===== config.mk =====
export PLATFORM = sky130hd
export DESIGN_NAME = control_ciclo_rtc
export DESIGN_NICKNAME = d
export VERILOG_FILES = /design/src/rtl/control_ciclo_rtc.sv
export SDC_FILE = /design/constraint.sdc
export NUM_CORES = 1
export LEC_CHECK = 0
export BUFFER_PORTS_ARGS = -buffer_cell sky130_fd_sc_hd__buf_2
export CAP_MARGIN = 20
export CORE_MARGIN = 10
export CORE_UTILIZATION = 44
export DETAILED_ROUTE_END_ITERATION = 10
export PLACE_DENSITY = 0.74
export SYNTH_ARGS = -nofsm -noshare
export SYNTH_HDL_FRONTEND = slang
export SYNTH_SLANG_ARGS = --single-unit

===== constraint.sdc =====
create_clock -name clk -period 2 [get_ports clk]
set_clock_uncertainty 0.05 [all_clocks]
set_input_delay 0.1 -clock clk [delete_from_list [all_inputs] [get_ports clk]]
set_output_delay 0.1 -clock clk [all_outputs]
set_load 0.02 [all_outputs]

===== src/rtl/control_ciclo_rtc.sv =====
// control_ciclo_rtc: sequences one read or write cycle on the RTC
// multiplexed address/data bus and its CS/AS/RD/WR strobes.
module control_ciclo_rtc #(
  parameter int T_ADDR = 2,
  parameter int T_STB  = 4
) (
  input  logic       clk,
  input  logic       reset,
  input  logic       start,
  input  logic       rw,
  input  logic [7:0] addr_in,
  input  logic [7:0] data_in,
  input  logic [7:0] dato_leido,
  output logic [7:0] addr_RAM,
  output logic [7:0] dato_wr,
  output logic       flag_dato,
  output logic       direccion_dato,
  output logic       controlador_dato,
  output logic       wr_en,
  output logic       cs_n,
  output logic       as,
  output logic       rd_n,
  output logic       wr_n,
  output logic [7:0] rd_data,
  output logic       busy,
  output logic       done
);

  typedef enum logic [2:0] {
    S_IDLE,
    S_ADDR,
    S_AHOLD,
    S_TURN,
    S_STB,
    S_REC,
    S_DONE
  } state_e;

  typedef struct packed {
    logic cs_n;
    logic as;
    logic rd_n;
    logic wr_n;
    logic flag;
    logic dir;
    logic ctrl;
    logic wren;
    logic busy;
    logic done;
  } ctl_t;

  localparam ctl_t CTL_RST = '{
    cs_n: 1'b1, rd_n: 1'b1, wr_n: 1'b1, default: 1'b0
  };
  localparam logic [3:0] TA = 4'(T_ADDR);
  localparam logic [3:0] TS = 4'(T_STB);

  state_e     state_q, state_d;
  logic [3:0] cnt_q, cnt_d;
  logic       rw_q, rw_d;
  logic [7:0] addr_q, addr_d;
  logic [7:0] data_q, data_d;
  logic [7:0] rdat_q, rdat_d;
  ctl_t       ctl_q, ctl_d;

  always_comb begin
    state_d = state_q;
    cnt_d   = cnt_q;
    rw_d    = rw_q;
    addr_d  = addr_q;
    data_d  = data_q;
    rdat_d  = rdat_q;
    unique case (state_q)
      S_IDLE: begin
        if (start) begin
          state_d = S_ADDR;
          cnt_d   = TA;
          rw_d    = rw;
          addr_d  = addr_in;
          data_d  = data_in;
        end
      end
      S_ADDR: begin
        if (cnt_q == 4'd1) state_d = S_AHOLD;
        else cnt_d = cnt_q - 4'd1;
      end
      S_AHOLD: state_d = S_TURN;
      S_TURN: begin
        state_d = S_STB;
        cnt_d   = TS;
      end
      S_STB: begin
        if (cnt_q == 4'd1) begin
          state_d = S_REC;
          if (!rw_q) rdat_d = dato_leido;
        end else begin
          cnt_d = cnt_q - 4'd1;
        end
      end
      S_REC:  state_d = S_DONE;
      S_DONE: state_d = S_IDLE;
      default: state_d = S_IDLE;
    endcase
  end

  // Outputs are decoded from the next state so they register in step
  always_comb begin
    ctl_d = CTL_RST;
    unique case (state_d)
      S_ADDR: begin
        ctl_d.cs_n = 1'b0;
        ctl_d.as   = 1'b1;
        ctl_d.flag = 1'b1;
        ctl_d.ctrl = 1'b1;
        ctl_d.wren = 1'b1;
        ctl_d.busy = 1'b1;
      end
      S_AHOLD: begin
        ctl_d.cs_n = 1'b0;
        ctl_d.flag = 1'b1;
        ctl_d.ctrl = 1'b1;
        ctl_d.wren = 1'b1;
        ctl_d.busy = 1'b1;
      end
      S_TURN: begin
        ctl_d.cs_n = 1'b0;
        ctl_d.busy = 1'b1;
      end
      S_STB: begin
        ctl_d.cs_n = 1'b0;
        ctl_d.rd_n = rw_d;
        ctl_d.wr_n = !rw_d;
        ctl_d.flag = 1'b1;
        ctl_d.dir  = 1'b1;
        ctl_d.ctrl = rw_d;
        ctl_d.wren = rw_d;
        ctl_d.busy = 1'b1;
      end
      S_REC: begin
        ctl_d.cs_n = 1'b0;
        ctl_d.flag = rw_d;
        ctl_d.dir  = 1'b1;
        ctl_d.ctrl = rw_d;
        ctl_d.wren = rw_d;
        ctl_d.busy = 1'b1;
      end
      S_DONE: begin
        ctl_d.busy = 1'b1;
        ctl_d.done = 1'b1;
      end
      default: ctl_d = CTL_RST;
    endcase
  end

  always_ff @(posedge clk or negedge reset) begin
    if (!reset) begin
      state_q <= S_IDLE;
      cnt_q   <= 4'd0;
      rw_q    <= 1'b0;
      addr_q  <= 8'd0;
      data_q  <= 8'd0;
      rdat_q  <= 8'd0;
      ctl_q   <= CTL_RST;
    end else begin
      state_q <= state_d;
      cnt_q   <= cnt_d;
      rw_q    <= rw_d;
      addr_q  <= addr_d;
      data_q  <= data_d;
      rdat_q  <= rdat_d;
      ctl_q   <= ctl_d;
    end
  end

  assign addr_RAM         = addr_q;
  assign dato_wr          = data_q;
  assign rd_data          = rdat_q;
  assign cs_n             = ctl_q.cs_n;
  assign as               = ctl_q.as;
  assign rd_n             = ctl_q.rd_n;
  assign wr_n             = ctl_q.wr_n;
  assign flag_dato        = ctl_q.flag;
  assign direccion_dato   = ctl_q.dir;
  assign controlador_dato = ctl_q.ctrl;
  assign wr_en            = ctl_q.wren;
  assign busy             = ctl_q.busy;
  assign done             = ctl_q.done;

endmodule


After elaboration in Yosys (flattened, before gate mapping)
Index checks and enable logic that the tools add are counted.
Widths: inputs -> output; s select.
- $add $sub $neg: 1
- magnitude comparators: 0
- shift-type cells: 0
- reductions and logical operators: 12
- bitwise gates (word level): 1
- $mul: 0
- equality and inequality tests: 14
- div/mod/pow operators: 0
- mux-type cells: 17
- operators by type and width (kind ; number):
    $pmux 3 s6 ; 1
    $eq 3x3->1 const B ; 5
    $eq 3x2->1 const B ; 4
    $pmux 4 s3 ; 1
    $mux 3 ; 3
    $mux 4 ; 2
    $mux 1 ; 7
    $eq 3x1->1 const B ; 2
    $reduce_and 3->1 ; 2
    $reduce_or 2->1 ; 3
    $reduce_or 6->1 ; 1
    $reduce_or 5->1 ; 1
    $eq 4x1->1 const B ; 1
    $ne 2x2->1 const B ; 2
    $pmux 2 s2 ; 1
    $sub 4x1->4 const B ; 1
    $logic_not 3->1 ; 1
    $reduce_bool 3->1 ; 1
    $reduce_or 3->1 ; 1
    $mux 2 ; 1
    $pmux 1 s2 ; 1
    $reduce_and 2->1 ; 1
    $logic_not 1->1 ; 1
    $not 1->1 ; 1
- register bits after elaboration: 42
- memories: 0
- memory bits (read-only): 0
- bits in writable memories: 0
- latch bits: 0
- input bits: 28
- logic and storage cells: 61
- output and inout bits: 34

Longest topological paths before layout
Gate-level depths: netlist (run 1).
- word-level depth: 6
- gate-level depth with buffers: 7
- gate-level depth less buffers: 6

Worst setup path after synthesis (run 1)
No wires, ideal clock.
- path type: flip-flop to flip-flop
- start point: reg cnt_q[1]
- end point: reg rdat_q[0] (netlist: rd_data[0])
- library setup time: 125 ps
- path buffers: 2
- data required time: 1825 ps
- setup slack: -3 ps
- period minus slack after synthesis: 2003 ps
- cell stages (with the launch flop): 8
- arrival time: 1828 ps
- cell sequence: dfrtp_1 -> inv_1 -> ha_1 -> or3b_1 -> buf_2 -> or3_1 -> buf_6 -> mux2_4
- word-level cells in the longest chain between the ends: 2
- ends and longest elaborated chain (item ; line ; RTL):
    start: declaration ; 59 ; logic [3:0] cnt_q, cnt_d;
    start signal: assignment ; 166 ; cnt_q <= cnt_d;
    $eq 4x1->1 ; 93 ; if (cnt_q == 4'd1) begin
    $reduce_and 3->1 (no source line) ; n/a ;
    end signal: assignment ; 170 ; rdat_q <= rdat_d;
    end: declaration ; 63 ; logic [7:0] rdat_q, rdat_d;
No other way between the ends.
A chain may end at the register's enable or synchronous reset.

Final worst setup path (run 1)
- start point: reg cnt_q[1]
- end point: reg rdat_q[5] (netlist: rd_data[5])
Same word-level chain as after synthesis.

==> results of run 1 <==
[layer usage]
metal / vias to the layer above / track usage [%]
li1: 654 / -
met1: 666 / 15.83
met2: 56 / 21.86
met3: 5 / 5.176
met4: 0 / 3.231
met5: - / 0
[timing repair]
action | CTS | global route
pin swaps | 0 | 1
resized for setup | 1 | 0
endpoints found under the setup margin | 8 | 7
buffers inserted | 0 | 0
hold buffers | 24 | 1
endpoints found under the hold margin | 61 | 1
[critical path, stage by stage, from the launching register on]
cell                      delay (ns)
sky130_fd_sc_hd__dfrtp_1        0.39
sky130_fd_sc_hd__inv_2          0.07
sky130_fd_sc_hd__ha_1           0.15
sky130_fd_sc_hd__or3b_1         0.37
sky130_fd_sc_hd__or3_4          0.44
sky130_fd_sc_hd__mux2_4         0.33
[layout make-up]
| type | instances | area share, % |
|---|---|---|
| clock buffer | 6 | 2.919 |
| sequential | 41 | 41.42 |
| multi-input combinational | 81 | 26.77 |
| inverter | 6 | 0.9059 |
| clock inverter | 2 | 1.409 |
| tap | 48 | 2.416 |
| timing repair buffer | 92 | 24.16 |
[per-stage QoR]
step	hold WS, ns	TNS (ns)	instances
2_1_floorplan	-0.2456	0	137
3_3_place_gp	0.1980	-0.1526	243
3_5_place_dp	0.2232	-0.7362	243
4_1_cts	0.001435	0	275
5_1_grt	0.03271	0	276
6_report	0.04683	0	276
[path summary, 6_finish.rpt]
check,from,endpoint,slack (ns),cells past startpoint
min reg2reg,addr_RAM[2],addr_RAM[2],0.45,1
max in group asynchronous,reset,addr_RAM[2],0.91,2
max,cnt_q[1],rd_data[5],0.09,5
min,rw,rw_q,0.05,2
min in group asynchronous,reset,busy,0.43,2
max reg2reg,cnt_q[1],rd_data[5],0.09,5
[power groups by stage]
stage                     clock network [mW]  logic, mW  registers, mW
after detailed placement                   0       1.90           1.46
final                                  0.638       1.93           1.45
after floorplan                            0      0.862           1.85
after global placement                     0       1.83           1.43
after CTS                              0.665       1.94           1.45
after global routing                   0.705       2.09           1.50
[synthesized netlist by cell type, drive strengths merged]
cell	instances	area share, %
a21o	2	0.85
a21oi	3	0.85
a22oi	2	0.85
a2bb2oi	1	0.50
a31oi	1	0.36
buf	6	2.2
clkbuf	3	0.64
dfrtp	38	54
dfstp	3	4.5
ha	2	1.4
inv	6	1.3
mux2	25	18
nand2	10	2.1
nand2b	2	0.71
nor2	6	1.3
nor2b	2	0.71
nor3	1	0.28
nor3b	2	0.85
nor4b	1	0.50
o211ai	3	1.3
o21ai	7	2.0
o21ba	1	0.57
o221ai	1	0.50
o311ai	1	0.50
o32ai	1	0.50
or3	4	1.4
or3b	1	0.50
or4	1	0.43
xnor2	1	0.50
[flip-flops by register name, summed over array words and instances (netlist names), 3 cells and up]
name / count
dato_wr: 8
addr_RAM: 8
cnt_q: 4
state_q: 3
rd_data: 8
[kinds of logic after synthesis]
kind of cell,count (synthesis),share of synthesized area [%]
simple gates,30,8.831
buf+inv,15,4.131
mux,25,17.74
flops,41,58.62
xor+xnor,1,0.4987
fa+ha+maj,2,1.424
compound gates,23,8.760
==> run metrics, run 1 <==
part of the cycle the worst path needs 95.60%; run status finished clean; switching power as a share of total power 39.21%; Post-Layout Inst Area 0.002486 mm^2; Pre-Repair DR Iteration Count 4; DR vias 1381; number of endpoints with negative hold slack in the final report 0; Num CTS Buffers 5; commonest cells after routing, fill and taps aside 61 x sky130_fd_sc_hd__buf_2, 38 x sky130_fd_sc_hd__dfrtp_1, 25 x sky130_fd_sc_hd__dlygate4sd3_1; data required time of the critical path 2.12 ns; horizontal extent of the die 83.19 um; combined flip-flop and latch cell area 0.001030 mm^2; uppermost metal layer occupied by signal nets met4; nets 257; maximum capacitance violations 0; combined area of all synthesized cells 0.001757 mm^2; minimum clock period 1.912 ns; core outline area 0.003771 mm^2; vias in the first global route 1510; area taken by multi-input logic gates 665.6 um^2; number of violations reported at the end of detailed-routing iteration 0 65; met2 wire length 2174 um; wire per inst 16.35 um; area added between synthesis and finish 41.52%; Max H-tree Level 2; power consumption 4.013 mW; total of flip-flops plus latches after synthesis 41; die span in y 83.19 um; final core utilization 65.93%; Int Pwr 2.440 mW; initial antenna violation count 0; pin count of the biggest net entering global routing 42; Fillers 260; fraction of final layout cells sized beyond drive strength 1 46.49%; Flop pwr share 36.1%; starting utilization of the core area 46.58%; count of port buffers added during placement 61; power per cell area 1614 mW/mm^2; Die Outline Area 0.006920 mm^2; count of warnings emitted by yosys 0; count of mapped cells out of synthesis 137; diode insertion count for antenna repair 0; number of max-slew violations in the final report 0; slew at the pin closest to its max-slew limit 0.8884 ns; All-Layer GR Usage 13.29%; area after detailed placement 0.002123 mm^2; aggregate routed wire length 4513 um; worst-case setup slack after placement -0.09964 ns; number of nets with antenna violations after detailed routing 0; critical path class register to register; TritonCTS clock tree yes; clock share of power 15.9%; number of clock sinks 41; placement row count 22; category of the worst setup path launch point register; top fanout value on the critical path 8; switching power of the nets 1.573 mW; Tightest Hold Check Type primary input to register; detailed-placement wirelength estimate 3131 um; reported leakage power 1.210 nW; clock insertion delay at the later pin of the skew report 0.29 ns; Worst Path Arrival 2.03 ns; CTS clock-pin slew for the worst setup and hold paths 0.07 ns; setup slack of the critical path after layout 0.08807 ns; commonest non-fill, non-tap cell in the layout sky130_fd_sc_hd__buf_2; Worst VDD drop 0.0005869 V; total of endpoints with negative setup slack in the final report 0; maximum buffer depth of the clock tree 2; via/cell ratio 5.004; global-route wire length before repair 7665 um; cell at the root of the clock tree sky130_fd_sc_hd__clkbuf_8; weighted congestion at the end of routability-driven global placement 0.8499; final global-route overflow total 0; routed wl met3 331 um; worst relative slew slack 40.77%; number of distinct library cell variants in the gate-level netlist after synthesis 32; mean area per synthesized cell 12.82 um^2; RSZ-0062 raised after global routing no; sequential-to-total area share from yosys stat 58.62%; Top Ports 62; syn nets 167; fraction of power consumed by combinational cells 48.0%; total DRC errors in the routed layout 0; routed metal-1 wire length 1973 um; sort of element at the end of the critical path register; highest attainable clock frequency 0.5230 GHz
No activity file was read; power rests on OpenSTA's default activity.
==> run 2: changes to the inputs <==
==> constraint.sdc (replaced) <==
create_clock -name clk -period 2 [get_ports clk]
set_clock_uncertainty 0.05 [all_clocks]
set_input_delay 0.3 -clock clk [delete_from_list [all_inputs] [get_ports clk]]
set_output_delay 0.3 -clock clk [all_outputs]
set_load 0.02 [all_outputs]
==> run 2 against run 1 <==
Effect of this change:
- wire length is 7.6% lower
- critical path depth stayed put
- combinational power is 3% lower
- highest routed layer unchanged
- global-route usage is 1.2 points lower
==> run metrics, run 2 (synthesized netlist as in run 1, its figures left out) <==
number of buffers inserted for hold repair after clock tree synthesis 0; pin count of the biggest net entering global routing 42; vias in the first global route 1416; critical path class register to register; cell at the root of the clock tree sky130_fd_sc_hd__clkbuf_8; worst relative slew slack 62.68%; Post-Layout Inst Area 0.002252 mm^2; area added between synthesis and finish 28.21%; Max H-tree Level 2; final global-route overflow total 0; maximum cell stage delay along the critical path 0.47 ns; commonest cells after routing, fill and taps aside 61 x sky130_fd_sc_hd__buf_2, 38 x sky130_fd_sc_hd__dfrtp_1, 17 x sky130_fd_sc_hd__mux2_2; maximum capacitance violations 0; number of endpoints with negative hold slack in the final report 0; combined flip-flop and latch cell area 0.001030 mm^2; data required time of the critical path 2.12 ns; top fanout value on the critical path 8; weighted congestion at the end of routability-driven global placement 0.8499; placement row count 22; highest attainable clock frequency 0.5187 GHz; maximum buffer depth of the clock tree 2; Num CTS Buffers 5; met1 Resource Use GR 14.47%; commonest non-fill, non-tap cell in the layout sky130_fd_sc_hd__buf_2; sort of element at the end of the critical path register; Placed Cells incl. Taps 244; number of max-slew violations in the final report 0; detailed-placement wirelength estimate 3176 um; nets 233; aggregate routed wire length 4168 um; reported leakage power 1.113 nW; starting utilization of the core area 46.58%; Pre-Repair DR Iteration Count 4; CTS clock-pin slew for the worst setup and hold paths 0.08 ns; setup slack of the critical path after layout 0.07229 ns; horizontal extent of the die 83.19 um; area taken by multi-input logic gates 665.6 um^2; minimum clock period 1.928 ns; run status finished clean; number of violations reported at the end of detailed-routing iteration 0 33; fraction of final layout cells sized beyond drive strength 1 52.45%; core outline area 0.003771 mm^2; slew at the pin closest to its max-slew limit 0.5587 ns; Worst VDD drop 0.0007197 V; Tightest Hold Check Type primary input to asynchronous set/reset pin; part of the cycle the worst path needs 96.39%; All-Layer GR Usage 12.07%; clock insertion delay at the later pin of the skew report 0.29 ns; met2 usage in global routing 19.27%; TritonCTS clock tree yes; GRT met3 Usage 5.469%; wire per inst 16.54 um; RSZ-0062 raised after global routing no; setup repair bufs after CTS 0; count of port buffers added during placement 61; final core utilization 59.72%; CP max stage cell sky130_fd_sc_hd__or3_4; post-cts gate resize count 1; power per cell area 1776 mW/mm^2; non-filler instance count after layout 252; total of endpoints with negative setup slack in the final report 0; via/cell ratio 5.194; power consumption 4.000 mW; Top Ports 62; cells along the critical path inv_2 > ha_1 > or3b_1 > or3_4 > mux2_4; category of the worst setup path launch point register; global-route wire length before repair 7031 um; DR vias 1309; initial antenna violation count 0; Fillers 295; most crowded layer after global routing met2; Die Outline Area 0.006920 mm^2; number of nets with antenna violations after detailed routing 0; tightest hold margin 0.003288 ns; worst-case setup slack after placement -0.07796 ns; die span in y 83.19 um; diode insertion count for antenna repair 0; total DRC errors in the routed layout 0; area after detailed placement 0.002131 mm^2; total negative slack for setup checks 0 ns; number of clock sinks 41; Worst Path Arrival 2.05 ns
==> run 2: cell types whose count changed in the layout (fill, tap and decap cells not counted) <==
cell and delta:
sky130_fd_sc_hd__clkbuf_8 +1, sky130_fd_sc_hd__dlygate4sd3_1 -25, sky130_fd_sc_hd__clkinv_2 -1, sky130_fd_sc_hd__buf_4 +1
==> run 2: layout make-up <==
type,count,area share [%]
repair buffers,68,15.89
clock inverters,1,1.333
multi-input cells,81,29.56
inverters,6,1.000
clock buffers,7,3.833
well taps,48,2.667
flip-flops and latches,41,45.72
==> run 2: power breakdown <==
part / total (mW) / internal (mW) / switching, mW
registers: 1.45 / 1.24 / 0.205
logic: 1.87 / 0.795 / 1.08
clock network: 0.677 / 0.407 / 0.271
total: 4.00 / 2.45 / 1.56
==> run 2: path summary, 6_finish.rpt <==
| kind | from | to | slack, ns | cells after the start |
|---|---|---|---|---|
| worst max-delay path | cnt_q[1] | rd_data[5] | 0.07 | 5 |
| worst min-delay path | reset | rd_data[4] | 0.003 | 2 |
| worst max register to register | cnt_q[1] | rd_data[5] | 0.07 | 5 |
| worst min register to register | addr_RAM[2] | addr_RAM[2] | 0.46 | 1 |
| max in group asynchronous | reset | wr_n | 1.51 | 2 |
| min in group clk | dato_leido[0] | rd_data[0] | 0.19 | 2 |
==> run 2: worst max-delay path, delay by kind of cell (launching register included) <==
kind | cells | cell delay (ns)
buffers and inverters | 1 | 0.07
and+or+nand+nor | 2 | 0.84
adders and majority gates | 1 | 0.14
DFF | 1 | 0.38
muxes | 1 | 0.33
==> run 2: per-layer routing <==
layer | routed length, um | up-vias
met5 | 0 | -
met4 | 34 | 0
met3 | 362 | 4
met2 | 1931 | 53
met1 | 1839 | 639
li1 | - | 613
==> run 3: changes to the inputs <==
ABC_AREA = 1   (was default)
HOLD_SLACK_MARGIN = 0.1   (was default)
PLACE_DENSITY = 0.73   (was 0.74)
==> run 3 against run 2 <==
Effect of this change:
- first-iteration DRC count rose by 42%
- wire length shrank 2.5%
- utilization shrank 2.6 points
- sequential share of layout area shrank 0.65 points
- synthesized cell count rose by 27%
- critical endpoint is now rd_data[6]
==> run metrics, run 3 <==
run status finished clean; worst relative slew slack 78.01%; diode insertion count for antenna repair 0; wire per inst 13.82 um; TritonCTS clock tree yes; total DRC errors in the routed layout 0; placement row count 23; Max H-tree Level 2; power consumption 3.946 mW; commonest non-fill, non-tap cell in the layout sky130_fd_sc_hd__buf_2; most repeated cell in the gate-level netlist after synthesis sky130_fd_sc_hd__nand2_1; starting utilization of the core area 45.51%; share of synthesized area spent on multiplexers 11.96%; setup repair bufs after CTS 0; nets 273; Placed Cells incl. Taps 285; horizontal extent of the die 84.33 um; detailed-placement wirelength estimate 3236 um; Setup crit start cnt_q[1]; synth cell count leaders 45 x sky130_fd_sc_hd__nand2_1, 38 x sky130_fd_sc_hd__dfrtp_1, 16 x sky130_fd_sc_hd__nand3_1; top area cells in the synthesized netlist sky130_fd_sc_hd__dfrtp_1 52%, sky130_fd_sc_hd__nand2_1 9.3%, sky130_fd_sc_hd__mux2_4 8.2%; main combinational cell family by area after synthesis simple AND/OR/NAND/NOR gates; DR vias 1379; Die Outline Area 0.007111 mm^2; power per cell area 1727 mW/mm^2; R2R depth 9; final core utilization 57.12%; Worst VDD drop 0.0007662 V; share of synthesized cell area in and, or, nand and nor gates 20.76%; Compound-Gate Fraction of Synth Area 3.918%; pin count of the biggest net entering global routing 20; Fillers 368; All-Layer GR Usage 11.61%; aggregate routed wire length 4062 um; parity-gate share of the synthesized area counting xor and xnor cells 0.4811%; cell taking the most area after synthesis sky130_fd_sc_hd__dfrtp_1; main flop type after synthesis sky130_fd_sc_hd__dfrtp_1; count of port buffers added during placement 61; CP endpoint rd_data[6]; number of distinct library cell variants in the gate-level netlist after synthesis 26; post-cts gate resize count 0; commonest cells after routing, fill and taps aside 61 x sky130_fd_sc_hd__buf_2, 45 x sky130_fd_sc_hd__nand2_1, 38 x sky130_fd_sc_hd__dfrtp_1; area after detailed placement 0.002185 mm^2; Register-to-Register Setup Slack 0.38 ns; total of endpoints with negative setup slack in the final report 0; number of clock sinks 41; count of warnings emitted by yosys 0; combined area of all synthesized cells 0.001820 mm^2; maximum capacitance violations 0; category of the worst setup path launch point register; tightest hold margin 0.1857 ns; number of endpoints with negative hold slack in the final report 0; Pre-Repair DR Iteration Count 4; sort of element at the end of the critical path register; Worst Path Arrival 1.75 ns; critical path class register to register; reported leakage power 1.227 nW; share of the synthesized area in the top cell type 52.23%; number of buffers inserted for hold repair after clock tree synthesis 1; area added between synthesis and finish 25.50%; area taken by multi-input logic gates 700.7 um^2; combined flip-flop and latch cell area 0.001030 mm^2; FFs w/ async S/R, synth 100.0%; vias in the first global route 1521; initial antenna violation count 0; top fanout value on the critical path 10; count of mapped cells out of synthesis 174; Num CTS Buffers 5; clock insertion delay at the later pin of the skew report 0.29 ns; share of synthesized cell area in full adder, half adder and majority cells 1.375%; minimum clock period 1.616 ns; part of the cycle the worst path needs 80.78%; core outline area 0.004000 mm^2; Top Ports 62; die span in y 84.33 um; worst-case setup slack after placement 0.3675 ns; syn nets 204; data required time of the critical path 2.13 ns; non-filler instance count after layout 294; final global-route overflow total 0; highest attainable clock frequency 0.6189 GHz; number of max-slew violations in the final report 0; CTS clock-pin slew for the worst setup and hold paths 0.07 ns; setup slack of the critical path after layout 0.3843 ns; EDFF count, synth 0; total negative slack for setup checks 0 ns; Tightest Hold Check Type primary input to register; global-route wire length before repair 6872 um; fraction of final layout cells sized beyond drive strength 1 40.98%; cell at the root of the clock tree sky130_fd_sc_hd__clkbuf_8; maximum buffer depth of the clock tree 2; number of nets with antenna violations after detailed routing 0; total of flip-flops plus latches after synthesis 41; FF-to-FF Start cnt_q[1]; RSZ-0062 raised after global routing no; sequential-to-total area share from yosys stat 56.56%; Post-Layout Inst Area 0.002285 mm^2; slew at the pin closest to its max-slew limit 0.3299 ns; mean area per synthesized cell 10.46 um^2; capture point of the worst reg-to-reg path rd_data[6]; via/cell ratio 4.690; number of violations reported at the end of detailed-routing iteration 0 47; weighted congestion at the end of routability-driven global placement 0.8910
-- run 3: cell count changes after synthesis, sizes merged, moves of 3 or more --
cell / before / now
buf: 6 / 2
clkbuf: 3 / 0
inv: 6 / 18
mux2: 25 / 16
nand2: 10 / 49
nand3: 0 / 19
nor2: 6 / 11
or3: 4 / 0
-- run 3: cell type report --
| type | instances | area share, % |
|---|---|---|
| flip-flops and latches | 41 | 45.07 |
| repair buffers | 64 | 14.46 |
| multi-input cells | 112 | 30.67 |
| inverters | 19 | 3.122 |
| clock buffers | 8 | 3.943 |
| well taps | 50 | 2.738 |
-- run 3: worst min-delay path by stage --
stage,to,cells past startpoint,slack [ns],from
after floorplan,addr_RAM[0],0,-0.05,reset
after global placement,done,1,0.15,reset
after detailed placement,done,1,0.15,reset
after CTS,addr_RAM[0],2,0.18,addr_in[0]
after global routing,addr_RAM[7],2,0.18,addr_in[7]
final,addr_RAM[0],2,0.19,addr_in[0]
-- run 3: layer usage --
layer,GRT usage (%),vias to the layer above,part of all wire (%)
met5,0,-,0
met4,6.393,0,1.5
met3,4.831,4,8.2
met2,19.16,39,47
met1,12.29,641,43
li1,-,695,-
-- run 3: critical path, stage by stage, from the launching register on --
cell and delay (ns):
sky130_fd_sc_hd__dfrtp_1 0.38, sky130_fd_sc_hd__inv_1 0.11, sky130_fd_sc_hd__ha_1 0.18, sky130_fd_sc_hd__nand2_1 0.06
sky130_fd_sc_hd__nor2_1 0.21, sky130_fd_sc_hd__nand2_2 0.13, sky130_fd_sc_hd__inv_2 0.18, sky130_fd_sc_hd__nand2_4 0.11
sky130_fd_sc_hd__nand2_1 0.07, sky130_fd_sc_hd__nand2_1 0.05
-- run 3: cell families (layout without fill, tap and decap cells) --
kind of cell / count (synthesis) / in the layout
AO/OA/AOI/OAI: 12 / 12
XOR/XNOR: 1 / 1
adder cells (fa/ha/maj): 2 / 2
buffers and inverters: 21 / 91
flip-flops: 41 / 41
multiplexers: 16 / 16
AND/OR/NAND/NOR: 81 / 81
-- run 3: power breakdown --
part           leakage [nW]  internal, mW  total (mW)  switching [mW]
Combinational         0.715         0.750        1.95            1.20
Clock                0.0455         0.281       0.543           0.262
Sequential            0.466          1.23        1.45           0.221
